## config.mk

```make
export PLATFORM = sky130hd
export DESIGN_NAME = sum_splitter_seq
export DESIGN_NICKNAME = d
export VERILOG_FILES = /design/src/rtl/sum_split_pkg.sv /design/src/rtl/restoring_div_step.sv /design/src/rtl/sum_splitter_seq.sv
export SDC_FILE = /design/constraint.sdc
export NUM_CORES = 1
export LEC_CHECK = 0
export BUFFER_PORTS_ARGS = -buffer_cell sky130_fd_sc_hd__buf_2
export CORE_MARGIN = 5
export CORE_UTILIZATION = 54
export CTS_CLUSTER_DIAMETER = 30
export DETAILED_ROUTE_END_ITERATION = 8
export PLACE_DENSITY_LB_ADDON = 0.3
export SKIP_LAST_GASP = 1
export SLEW_MARGIN = 25
export SYNTH_ARGS = -nofsm -noshare
export SYNTH_HDL_FRONTEND = slang
export SYNTH_SLANG_ARGS = --single-unit
export TNS_END_PERCENT = 5
```

## constraint.sdc

```tcl
create_clock -name clk -period 3.29 [get_ports clk]
set_input_delay 0.4935 -clock clk [delete_from_list [all_inputs] [get_ports clk]]
set_output_delay 0.4935 -clock clk [all_outputs]
set_load 0.01 [all_outputs]
```

## src/rtl/sum_split_pkg.sv

```systemverilog
// Shared types and width helpers for the sum splitter.
// Widths are derived from TREE_SIZE and DATA_SIZE so every user agrees on them.
package sum_split_pkg;

   typedef enum logic [1:0] {IDLE, DIV, HOLD} state_t;

   function automatic int calc_zw(input int tree_size, input int data_size);
      return data_size + $clog2(tree_size) + 1;
   endfunction

   function automatic int calc_lw(input int data_size);
      return data_size + 1;
   endfunction

   // The remainder stays below tree_size, so one extra bit holds the shifted trial value.
   function automatic int calc_rw(input int tree_size);
      return $clog2(tree_size) + 1;
   endfunction

endpackage

```

## src/rtl/restoring_div_step.sv

```systemverilog
// One combinational restoring-division step by a constant divisor.
// Shifts the next dividend bit into the remainder and conditionally subtracts.
module restoring_div_step #(
   parameter int DIVISOR = 4,
   parameter int RW      = 3
) (
   input  logic [RW-1:0] rem_i,
   input  logic          bit_i,
   output logic [RW-1:0] rem_o,
   output logic          qbit_o
);

   logic [RW:0] trial;

   always_comb begin
      trial  = {rem_i, bit_i};
      qbit_o = (trial >= (RW+1)'(DIVISOR));
      rem_o  = qbit_o ? RW'(trial - (RW+1)'(DIVISOR)) : RW'(trial);
   end

endmodule

```

## src/rtl/sum_splitter_seq.sv

```systemverilog
// Splits one accumulated total into TREE_SIZE equal lanes via a bit-serial divider.
// Define SUM_SPLIT_REM_EN to spread the remainder over the low lanes instead of flooring.
module sum_splitter_seq
   import sum_split_pkg::*;
#(
   parameter int  TREE_SIZE = 4,
   parameter int  DATA_SIZE = 8,
   localparam int ZW        = calc_zw(TREE_SIZE, DATA_SIZE),
   localparam int LW        = calc_lw(DATA_SIZE)
) (
   input  logic                    clk,
   input  logic                    rst_n,
   input  logic                    in_valid,
   output logic                    in_ready,
   input  logic [ZW-1:0]           Z,
   output logic                    out_valid,
   input  logic                    out_ready,
   output logic [TREE_SIZE*LW-1:0] S,
   output logic                    ovf
);

   localparam int RW = calc_rw(TREE_SIZE);
   localparam int CW = (ZW > 1) ? $clog2(ZW) : 1;

   state_t                  state_q, state_d;
   logic [ZW-1:0]           dvd_q, dvd_d;
   logic [RW-1:0]           rem_q, rem_d;
   logic [CW-1:0]           cnt_q, cnt_d;
   logic                    last_q, last_d;
   logic                    in_ready_q, in_ready_d;
   logic                    out_valid_q, out_valid_d;
   logic [TREE_SIZE*LW-1:0] s_q, s_d;
   logic                    ovf_q, ovf_d;

   logic [RW-1:0]           step_rem;
   logic                    step_qbit;
   logic                    fill_ovf;
   logic [LW-1:0]           fill_base;
   logic [TREE_SIZE*LW-1:0] fill_s;

   restoring_div_step #(
      .DIVISOR (TREE_SIZE),
      .RW      (RW)
   ) u_step (
      .rem_i  (rem_q),
      .bit_i  (dvd_q[ZW-1]),
      .rem_o  (step_rem),
      .qbit_o (step_qbit)
   );

   // Quotient bits shift into the dividend register, so it holds q once the steps finish.
   always_comb begin
      fill_ovf  = |dvd_q[ZW-1:LW];
      fill_base = fill_ovf ? '1 : dvd_q[LW-1:0];
      fill_s    = '0;
      for (int j = 0; j < TREE_SIZE; j++) begin
`ifdef SUM_SPLIT_REM_EN
         // An unsaturated base of all ones cannot take +1 without wrapping, so it clamps.
         if (!fill_ovf && (RW'(j) < rem_q) && !(&fill_base))
            fill_s[j*LW +: LW] = fill_base + LW'(1);
         else
            fill_s[j*LW +: LW] = fill_base;
`else
         fill_s[j*LW +: LW] = fill_base;
`endif
      end
   end

   // NOTE: every *_d gets a default first, so no path leaves a value unassigned and no latch is inferred.
   always_comb begin
      state_d     = state_q;
      dvd_d       = dvd_q;
      rem_d       = rem_q;
      cnt_d       = cnt_q;
      last_d      = last_q;
      in_ready_d  = in_ready_q;
      out_valid_d = out_valid_q;
      s_d         = s_q;
      ovf_d       = ovf_q;
      case (state_q)
         IDLE: begin
            if (in_valid && in_ready_q) begin
               dvd_d      = Z;
               rem_d      = '0;
               cnt_d      = CW'(ZW - 1);
               last_d     = 1'b0;
               in_ready_d = 1'b0;
               state_d    = DIV;
            end
         end
         DIV: begin
            if (!last_q) begin
               dvd_d = {dvd_q[ZW-2:0], step_qbit};
               rem_d = step_rem;
               if (cnt_q == '0) last_d = 1'b1;
               else             cnt_d  = cnt_q - CW'(1);
            end else begin
               s_d         = fill_s;
               ovf_d       = fill_ovf;
               out_valid_d = 1'b1;
               state_d     = HOLD;
            end
         end
         HOLD: begin
            if (out_ready) begin
               out_valid_d = 1'b0;
               in_ready_d  = 1'b1;
               state_d     = IDLE;
            end
         end
         default: state_d = IDLE;
      endcase
   end

   // NOTE: sequential state uses non-blocking assignments so all flops update from pre-edge values.
   always_ff @(posedge clk) begin
      if (!rst_n) begin
         state_q     <= IDLE;
         dvd_q       <= '0;
         rem_q       <= '0;
         cnt_q       <= '0;
         last_q      <= 1'b0;
         in_ready_q  <= 1'b1;
         out_valid_q <= 1'b0;
         s_q         <= '0;
         ovf_q       <= 1'b0;
      end else begin
         state_q     <= state_d;
         dvd_q       <= dvd_d;
         rem_q       <= rem_d;
         cnt_q       <= cnt_d;
         last_q      <= last_d;
         in_ready_q  <= in_ready_d;
         out_valid_q <= out_valid_d;
         s_q         <= s_d;
         ovf_q       <= ovf_d;
      end
   end

   assign in_ready  = in_ready_q;
   assign out_valid = out_valid_q;
   assign S         = s_q;
   assign ovf       = ovf_q;

endmodule

```

==> metrics.yaml <==
synth:
  synth.cell_area_um2: 1650
  synth_top_cells_by_area: "dfxtp_1 40%, buf_4 14%, mux2i_1 6.7%"
  ys_seq_area_frac: 0.400
  yosysTopAreaCell: "dfxtp_1"
  synth_top_flop_cell: "dfxtp_1"
  syn_avg_cell_area_um2: 9.39
  synth_seq_cells: 33
  synth-edff-count: 0
  synthArstFlopShare: 0
  synth_top_area_share: 0.400
  synth_fp_nets: 193
  synthCells: 176
  synth_warnings: 0
  ys_types: 38
worst_setup_path:
  critPathCaptureType: "flop"
  crit_path_max_incr_delay_ps: 820
  reg2reg_setup_slack_ps: 1380
  critPathLaunchType: "flop"
  rr_endpoint: "cnt_q[1]"
  reg2reg_from: "state_q[0]"
  r2r_cells: 3
  crit_slowest_cell: "nor3b_2"
  critPathKind: "flop to flop"
  crit_chain: "nor3b_2 -> o311ai_0 -> o211a_1"
  cp_data_arrival_time_ps: 2150
  crit_required_ps: 3530
  cp_max_fo: 17
final_layout:
  multi_input_area_um2: 692
  fillers: 264
  nNetsFinal: 213
  diodes: 0
  regArea_um2: 661
  final_layout_size_suffix_gt1_frac: 0.362
  areaGrowthSynthToFinish_pct: 5.53
  utilization: 0.581
  design_area_um2: 1740
clock_tree:
  clockBufferDepth: 2
  h-tree-depth: 2
  cts_resized: 0
  cts_setup_buffers: 0
  tritoncts: "yes"
  cts_root_buffer: "clkbuf_4"
  cts-hold-fix-buffers: 0
  numCtsBuffers: 5
  clkLatencyLatePin_ps: 340
  clk_pin_slew_ps: 100
  clock_sinks: 33
sta:
  worst_pin_slew_ps: 947
  setup_ws_ps: 1380
  post-route-min-period_ps: 1910
  hold_violations: 0
  rsz0062_at_grt: "false"
  clock.fmax_mhz: 523
  post-route-period-util: 0.581
  finClkSkew_ps: 6.05
  drv_slew: 0
  setup_viol: 0
  fin_setup_tns_ps: 0
  slew_headroom: 0.366
grt:
  grt_pass1_wl_mm: 5.50
  antenna_found_initial: 0
  grt_usage: 0.170
  use_met1: 0.229
  met3_usage: 0.0667
  grt-ovfl-total: 0
  grt_pass1_vias: 1154
  gr-max-usage-layer: "met2"
  grt_max_degree: 20
  grt_util_met2: 0.243
die:
  die_y_um: 65.3
  io_pins: 54
  die_area_um2: 4270
  start_util: 0.550
  die_w_um: 65.3
  num_rows: 20
  core_region_area_um2: 3000
place:
  placed_area_um2: 1690
  dp_slack_ps: 1290
  dp_hpwl_mm: 2.58
  portBuffers: 53
  gp_congestion: 0.815
detailed_routing:
  postRouteAntennaNets: 0
  routed_wl_mm: 3.49
  via_per_inst: 5.86
  drt_pass1_iterations: 4
  drc_errors: 0
  route.vias.total: 1342
  wl_per_cell_um: 15.3
  dr.first_iter.drc_count: 59
worst_hold_path:
  hold_depth: 4
  hold_start: "out_ready"
  hold_path_class: "input port to flop"
  min_to: "out_valid"
job:
  maxCapViolations: 0
status:
  status: "complete, no violations"
power:
  vdd_drop_max_uv: 286
  p_seq_frac: 0.528
  p_leak_uw: 0.000868
  combPwrFrac: 0.211
  clkPwrFrac: 0.261
  p_sw_frac: 0.308
  powerDensity_nw_per_um2: 514
  p_sw_uw: 276
  cellInternalPower_uw: 621
[metrics by stage]
stage / total power, µW / std cells / hold WS (ps)
4_1_cts: 901 / 229 / 448
5_1_grt: 948 / 229 / 476
3_3_place_gp: 665 / 222 / 441
3_5_place_dp: 672 / 222 / 458
2_1_floorplan: 633 / 176 / 437
6_report: 897 / 229 / 455
[state kept, by name (all words and copies together) (netlist names)]
name	flops
rem_q	3
state_q	2
dvd_q	11
out_valid	1
S	9
in_ready	1
ovf	1
last_q	1
cnt_q	4
[cell usage after synthesis, types with 2 or more instances]
master,instances
a211oi_1,10
a21oi_1,8
buf_2,6
buf_4,30
clkbuf_1,3
dfxtp_1,33
ha_1,2
inv_1,7
mux2i_1,11
nand2_1,9
nand2b_1,3
nand3_1,4
nor2_1,3
nor3_1,11
o21ai_0,4
o221a_2,9
o22ai_1,2
[placed cells by master, fill, tap and decap left out, types with 5 or more instances in the layout]
cell type / instances
buf_2: 53
inv_1: 7
mux2i_1: 11
nand2_1: 9
nor3_1: 11
clkbuf_4: 5
a21oi_1: 8
dfxtp_1: 33
a211oi_1: 10
o221a_2: 9
[cell families (layout without fill, tap and decap cells)]
group | count (synthesis) | in the layout | synth area share
buf+inv | 48 | 68 | 0.182
mux | 11 | 11 | 0.0666
compound gates | 42 | 42 | 0.199
fa+ha+maj | 2 | 2 | 0.0151
flops | 33 | 33 | 0.400
simple gates | 40 | 40 | 0.138
[worst max path at each step]
| stage | start | end | slack [ps] |
|---|---|---|---|
| after floorplan | state_q[1] | dvd_q[0] | 1890 |
| after global routing | state_q[0] | cnt_q[2] | 1270 |
| after detailed placement | rst_n | cnt_q[2] | 1290 |
| after CTS | state_q[0] | cnt_q[2] | 1400 |
| final | state_q[0] | cnt_q[1] | 1380 |
| after global placement | rst_n | cnt_q[2] | 1410 |
[critical path, delay by kind of cell, from the launching register on]
kind,cells,cell delay (ps)
DFF,1,470
and+or+nand+nor,1,820
AOI/OAI and AO/OA,2,510
[metal layers]
layer	vias to the layer above	routed length (µm)
met1	630	1530
met2	52	1620
met5	-	0
li1	653	-
met4	0	52
met3	7	282
[layout make-up]
type                            count  area share
Sequential cell                    33       0.379
Timing Repair Buffer               53       0.152
Clock buffer                        7      0.0316
Inverter                            8      0.0172
Multi-Input combinational cell     95       0.397
Tap cell                           33      0.0237
[power groups by stage]
stage          registers, µW  clock network, µW  logic, µW
2_1_floorplan            472                  0        161
3_3_place_gp             481                  0        184
3_5_place_dp             482                  0        190
4_1_cts                  473                238        190
5_1_grt                  480                259        209
6_report                 474                234        189
Power figures use the tool's default switching activity.
